**src/rtl/apb_cmd_master.sv**
```systemverilog
// Command-queued APB requester: buffers read/write commands in a small FIFO and
// issues each as a SETUP/ACCESS transfer, returning one response per command.
module apb_cmd_master #(
    parameter int DATA_W  = 32,
    parameter int ADDR_W  = 32,
    parameter int DEPTH   = 4,
    parameter int TIMEOUT = 16
) (
    input  logic              PCLK,
    input  logic              PRESET,
    // Command port: a command transfers on any rising edge where cmd_valid && cmd_ready.
    // cmd_ready depends only on the registered FIFO count, never on cmd_valid.
    input  logic              cmd_valid,
    output logic              cmd_ready,
    input  logic              cmd_write,
    input  logic [ADDR_W-1:0] cmd_addr,
    input  logic [DATA_W-1:0] cmd_wdata,
    output logic              rsp_valid,
    output logic [DATA_W-1:0] rsp_rdata,
    output logic              rsp_err,
    output logic              busy,
    output logic              PSEL,
    output logic              PENABLE,
    output logic              PWRITE,
    output logic [ADDR_W-1:0] PADDR,
    output logic [DATA_W-1:0] PWDATA,
    input  logic [DATA_W-1:0] PRDATA,
    input  logic              PREADY,
    output logic [1:0]        fsm_state
);

    localparam int PW = (DEPTH > 1) ? $clog2(DEPTH) : 1;
    localparam int CW = $clog2(DEPTH + 1);
    localparam int TW = $clog2(TIMEOUT);

    // Bit 0 is PSEL and bit 1 is PENABLE, so both come straight from flops.
    localparam logic [1:0] ST_IDLE   = 2'b00;
    localparam logic [1:0] ST_SETUP  = 2'b01;
    localparam logic [1:0] ST_ACCESS = 2'b11;

    logic [1:0]        state;
    logic [ADDR_W-1:0] fifo_addr  [DEPTH];
    logic [DATA_W-1:0] fifo_wdata [DEPTH];
    logic              fifo_write [DEPTH];
    logic [PW-1:0]     rd_ptr;
    logic [PW-1:0]     wr_ptr;
    logic [CW-1:0]     count;
    logic [TW-1:0]     wait_cnt;
    logic              fifo_empty;
    logic              push;
    logic              pop;
    logic              xfer_done;
    logic              xfer_abort;
    logic              xfer_end;

    assign fifo_empty = (count == '0);
    assign cmd_ready  = (count != CW'(DEPTH));
    assign push       = cmd_valid && cmd_ready;
    assign xfer_done  = (state == ST_ACCESS) && PREADY;
    assign xfer_abort = (state == ST_ACCESS) && !PREADY && (wait_cnt == TW'(TIMEOUT - 1));
    assign xfer_end   = xfer_done || xfer_abort;
    assign pop        = !fifo_empty && ((state == ST_IDLE) || xfer_end);

    assign PSEL      = state[0];
    assign PENABLE   = state[1];
    assign busy      = (state != ST_IDLE) || !fifo_empty;
    assign fsm_state = state;

    always_ff @(posedge PCLK) begin
        if (push) begin
            fifo_addr[wr_ptr]  <= cmd_addr;
            fifo_wdata[wr_ptr] <= cmd_wdata;
            fifo_write[wr_ptr] <= cmd_write;
        end
    end

    always_ff @(posedge PCLK or negedge PRESET) begin
        if (!PRESET) begin
            rd_ptr <= '0;
            wr_ptr <= '0;
            count  <= '0;
        end else begin
            if (push) wr_ptr <= wr_ptr + 1'b1;
            if (pop)  rd_ptr <= rd_ptr + 1'b1;
            case ({push, pop})
                2'b10:   count <= count + 1'b1;
                2'b01:   count <= count - 1'b1;
                default: ;
            endcase
        end
    end

    always_ff @(posedge PCLK or negedge PRESET) begin
        if (!PRESET) begin
            state     <= ST_IDLE;
            wait_cnt  <= '0;
            PADDR     <= '0;
            PWDATA    <= '0;
            PWRITE    <= 1'b0;
            rsp_valid <= 1'b0;
            rsp_rdata <= '0;
            rsp_err   <= 1'b0;
        end else begin
            rsp_valid <= xfer_end;
            rsp_err   <= xfer_abort;
            rsp_rdata <= (xfer_done && !PWRITE) ? PRDATA : '0;
            // Address/control are only reloaded on a pop, so they hold through ACCESS.
            if (pop) begin
                PADDR  <= fifo_addr[rd_ptr];
                PWRITE <= fifo_write[rd_ptr];
                PWDATA <= fifo_write[rd_ptr] ? fifo_wdata[rd_ptr] : '0;
            end
            case (state)
                ST_IDLE: begin
                    if (pop) state <= ST_SETUP;
                end
                ST_SETUP: begin
                    state    <= ST_ACCESS;
                    wait_cnt <= '0;
                end
                ST_ACCESS: begin
                    if (xfer_end) state <= pop ? ST_SETUP : ST_IDLE;
                    else          wait_cnt <= wait_cnt + 1'b1;
                end
                default: state <= ST_IDLE;
            endcase
        end
    end

endmodule

```
**config.mk**
```make
export PLATFORM = sky130hd
export DESIGN_NAME = apb_cmd_master
export DESIGN_NICKNAME = d
export VERILOG_FILES = /design/src/rtl/apb_cmd_master.sv
export SDC_FILE = /design/constraint.sdc
export NUM_CORES = 1
export LEC_CHECK = 0
export ABC_CLOCK_PERIOD_IN_PS = 5300
export BUFFER_PORTS_ARGS = -buffer_cell sky130_fd_sc_hd__buf_2
export CAP_MARGIN = 20
export CORE_AREA = 3 3 168 170
export DETAILED_ROUTE_END_ITERATION = 12
export DIE_AREA = 0 0 171 173
export PLACE_DENSITY = 0.68
export SYNTH_ARGS = -nofsm -noshare
export SYNTH_HDL_FRONTEND = slang
export SYNTH_SLANG_ARGS = --single-unit
```
**constraint.sdc**
```tcl
create_clock -name PCLK -period 5.3 [get_ports PCLK]
set_input_delay 0.53 -clock PCLK [delete_from_list [all_inputs] [get_ports PCLK]]
set_output_delay 0.53 -clock PCLK [all_outputs]
set_load 0.02 [all_outputs]
```
==> impl_metrics.yaml <==
sta:
  rsz0062_at_grt: "no"
  period_share_pct: 55.3
  max_slew_margin_pct: 28.2
  setup-violations-final: 0
  fin_setup_tns_ns: 0
  fin_crit_ns: 2.93
  fin_skew_ns: 0.0219
  max_slew.worst_pin.slew_ns: 1.08
  max_freq_ghz: 0.341
  hold_viol_final: 0
  worst_slack_ns: 2.37
  maxSlewViolCount: 0
clock_network:
  post_cts_resized: 0
  cts_tree: "built"
  cts_buffer_depth: 3
  cts_num_sinks: 372
  clk_pin_slew_ns: 0.06
  holdBufCountCts: 0
  clkLatencyLatePin_ns: 0.52
  cts_made_buffers: 39
  cts_setup_buffers: 0
  cts_root_buffer: "clkbuf_16"
  h-tree-depth: 2
global_routing:
  grt_max_degree: 67
  overflow: 0
  grt_pass1_vias: 7362
  grt_util_all_layers_pct: 18.2
  grt_pass1_wl_um: 41600
  antenna_found_initial: 5
floorplanning:
  die_h_um: 173
  fp-row-count: 60
  initial_core_util_pct: 50.8
  die_x_um: 171
  die-area_um2: 29600
  ios: 206
  coreArea_um2: 26900
critical_path:
  critPathLaunchType: "flip-flop"
  worstPathMaxFanout: 22
  cp.arrival_ns: 3.35
  cp-end-kind: "flip-flop"
  crit_required_ns: 5.72
  worstSetupPathType: "flip-flop to flip-flop"
hold_path:
  min_path_type: "input port to flip-flop"
power:
  power.share.clock_pct: 28.2
  seqPwrFrac_pct: 45.9
  p_int_mw: 6.69
  p_comb_share_pct: 25.9
  ir_worst_vdd_mv: 0.378
  power_density_nw_per_um2: 586
  p_sw_share_pct: 30.0
  switchingPower_mw: 2.86
  leakagePower_nw: 6.35
finish:
  synthToLayoutAreaGrowth_pct: 19.3
  seqCellArea_um2: 10600
  fin_nets: 958
  fin_util_pct: 60.6
  drive_above_1_share_pct: 41.9
  fill_cells: 1942
  multi_input_area_um2: 2820
routing:
  wl_um: 26900
  ant_nets: 0
  route.layer.met1.wl_um: 10900
  first_pass_iters: 4
  met2WireLength_um: 13300
  num_vias: 6704
  via_per_inst: 5.48
  wl_met3_um: 2160
  drcViolationCount: 0
  top_layer_used: "met5"
  routedWlPerCell_um: 22.0
  first_iter_violations: 487
yosys:
  synth_fp_nets: 738
  synth_area_leader_cell: "edfxtp_1"
  yosys_warnings: 0
  ys_ff_latch: 372
  yosysTopAreaCellShare_pct: 57.2
  avgSynthCellArea_um2: 21.7
  synth_cell_type_count: 43
  synth_area_leaders: "edfxtp_1 57%, dfrtp_1 21%, mux4_2 9.7%"
  syn_area_um2: 13700
  synth_seq_area_share_pct: 77.7
  syn_inst: 630
run_status:
  status: "complete, no violations"
placement:
  io_buffers: 205
  place_congestion: 0.824
  post-place-ws_ns: 2.40
  post-dp-hpwl_um: 15600
job:
  maxCapViolations: 0
[through the flow]
step / hold slack, ns / power, mW / area (um2) / instances
finish: 0.219 / 9.55 / 16300 / 1223
detailed placement: 0.473 / 6.97 / 15000 / 1148
floorplan: 0.234 / 6.17 / 13700 / 630
global placement: 0.470 / 6.85 / 14900 / 1147
global route: 0.210 / 10.0 / 16300 / 1222
CTS: 0.201 / 9.67 / 16200 / 1220
[final cells by class]
cell class              instances  share of cell area [%]
repair buffers                211                    6.81
multi-input cells             218                    17.3
diodes                          1                  0.0154
well taps                     341                    2.62
clock inverters                16                    1.01
clock buffers                  56                    6.89
inverters                       8                   0.184
flip-flops and latches        372                    65.2
[registers in the layout, indices dropped and copies added, names as in the netlist]
register and count:
fifo_addr 128, fifo_wdata 128, PADDR 32, PWDATA 32, rsp_rdata 32, fifo_write 4, wait_cnt 4, count 3
fsm_state 2, rd_ptr 2, wr_ptr 2, PWRITE 1, rsp_err 1, rsp_valid 1
[cell usage after synthesis]
cell       count
o2111a_2       1
buf_4          7
nand2_1        4
o211ai_1       1
dfrtp_1      112
a21o_1         1
a21boi_0       1
buf_12         2
o221ai_1       1
nand3_1        5
o22a_1         1
nand2b_1       5
xor2_1         1
fa_1           1
and3_1         4
mux4_2        59
ha_1           6
or3b_1         1
o2111ai_1      1
a22o_1        31
a21oi_1        1
nor2_1         3
edfxtp_1     260
and2_1        33
xnor2_2        1
o21ai_0        1
or3_1          1
mux2_2        34
o211ai_2       1
buf_6          6
mux4_1         6
a31o_2         1
mux2i_1        1
clkbuf_1       5
inv_1          8
a31oi_1        2
xnor2_1        5
buf_1          3
nor3_1         1
buf_2          9
nor3_2         1
o311ai_0       1
or4_1          1
[placed cells by master (no fill, tap or decap), types with 6 or more instances in the layout]
cell and n:
a22o_1 31, and2_1 33, buf_2 204, clkbuf_1 11, clkbuf_16 41, clkinv_1 6
dfrtp_1 110, edfxtp_1 260, ha_1 6, inv_1 8, mux2_2 34, mux4_1 6
mux4_2 59
[power by group through the flow]
| stage | clock network, mW | logic (mW) | registers [mW] |
|---|---|---|---|
| finish | 2.69 | 2.47 | 4.39 |
| global route | 2.88 | 2.67 | 4.48 |
| CTS | 2.75 | 2.52 | 4.41 |
| detailed placement | 0 | 2.51 | 4.46 |
| global placement | 0 | 2.44 | 4.42 |
| floorplan | 0 | 1.68 | 4.49 |
[per-layer routing]
| layer | track usage (%) | up-vias |
|---|---|---|
| met3 | 5.42 | 46 |
| li1 | - | 2956 |
| met1 | 23.3 | 3449 |
| met5 | 0 | - |
| met4 | 4.56 | 10 |
| met2 | 30.8 | 243 |
[final timing paths]
check | cells past startpoint | slack (ns) | endpoint | start
worst max-delay path | 10 | 2.37 | count[2] | wait_cnt[0]
worst min-delay path | 1 | 0.22 | fifo_wdata[1][30] | cmd_wdata[30]
worst max register to register | 10 | 2.37 | count[2] | wait_cnt[0]
worst min register to register | 1 | 0.49 | count[2] | count[2]
max in group asynchronous | 4 | 3.48 | rd_ptr[1] | PRESET
min in group asynchronous | 2 | 0.50 | PADDR[23] | PRESET
[worst max-delay path, cell delays in order (launching register included)]
cell and delay [ns]:
dfrtp_1 0.43, ha_1 0.27, a31o_2 0.33, o211ai_4 0.44
buf_12 0.25, inv_1 0.06, ha_1 0.21, fa_1 0.40
xnor2_1 0.14, nor2_1 0.14, xor2_1 0.17
[kinds of logic (layout without fill, tap and decap cells)]
kind of cell | count (synthesis) | count (layout) | synth area share, %
flops | 372 | 372 | 77.7
other cells | 0 | 1 | 0
xor+xnor | 7 | 7 | 0.504
buf+inv | 40 | 291 | 1.94
compound gates | 45 | 45 | 2.82
fa+ha+maj | 7 | 7 | 0.696
simple gates | 59 | 59 | 2.57
mux | 100 | 100 | 13.8
No activity file was read; power rests on OpenSTA's default activity.
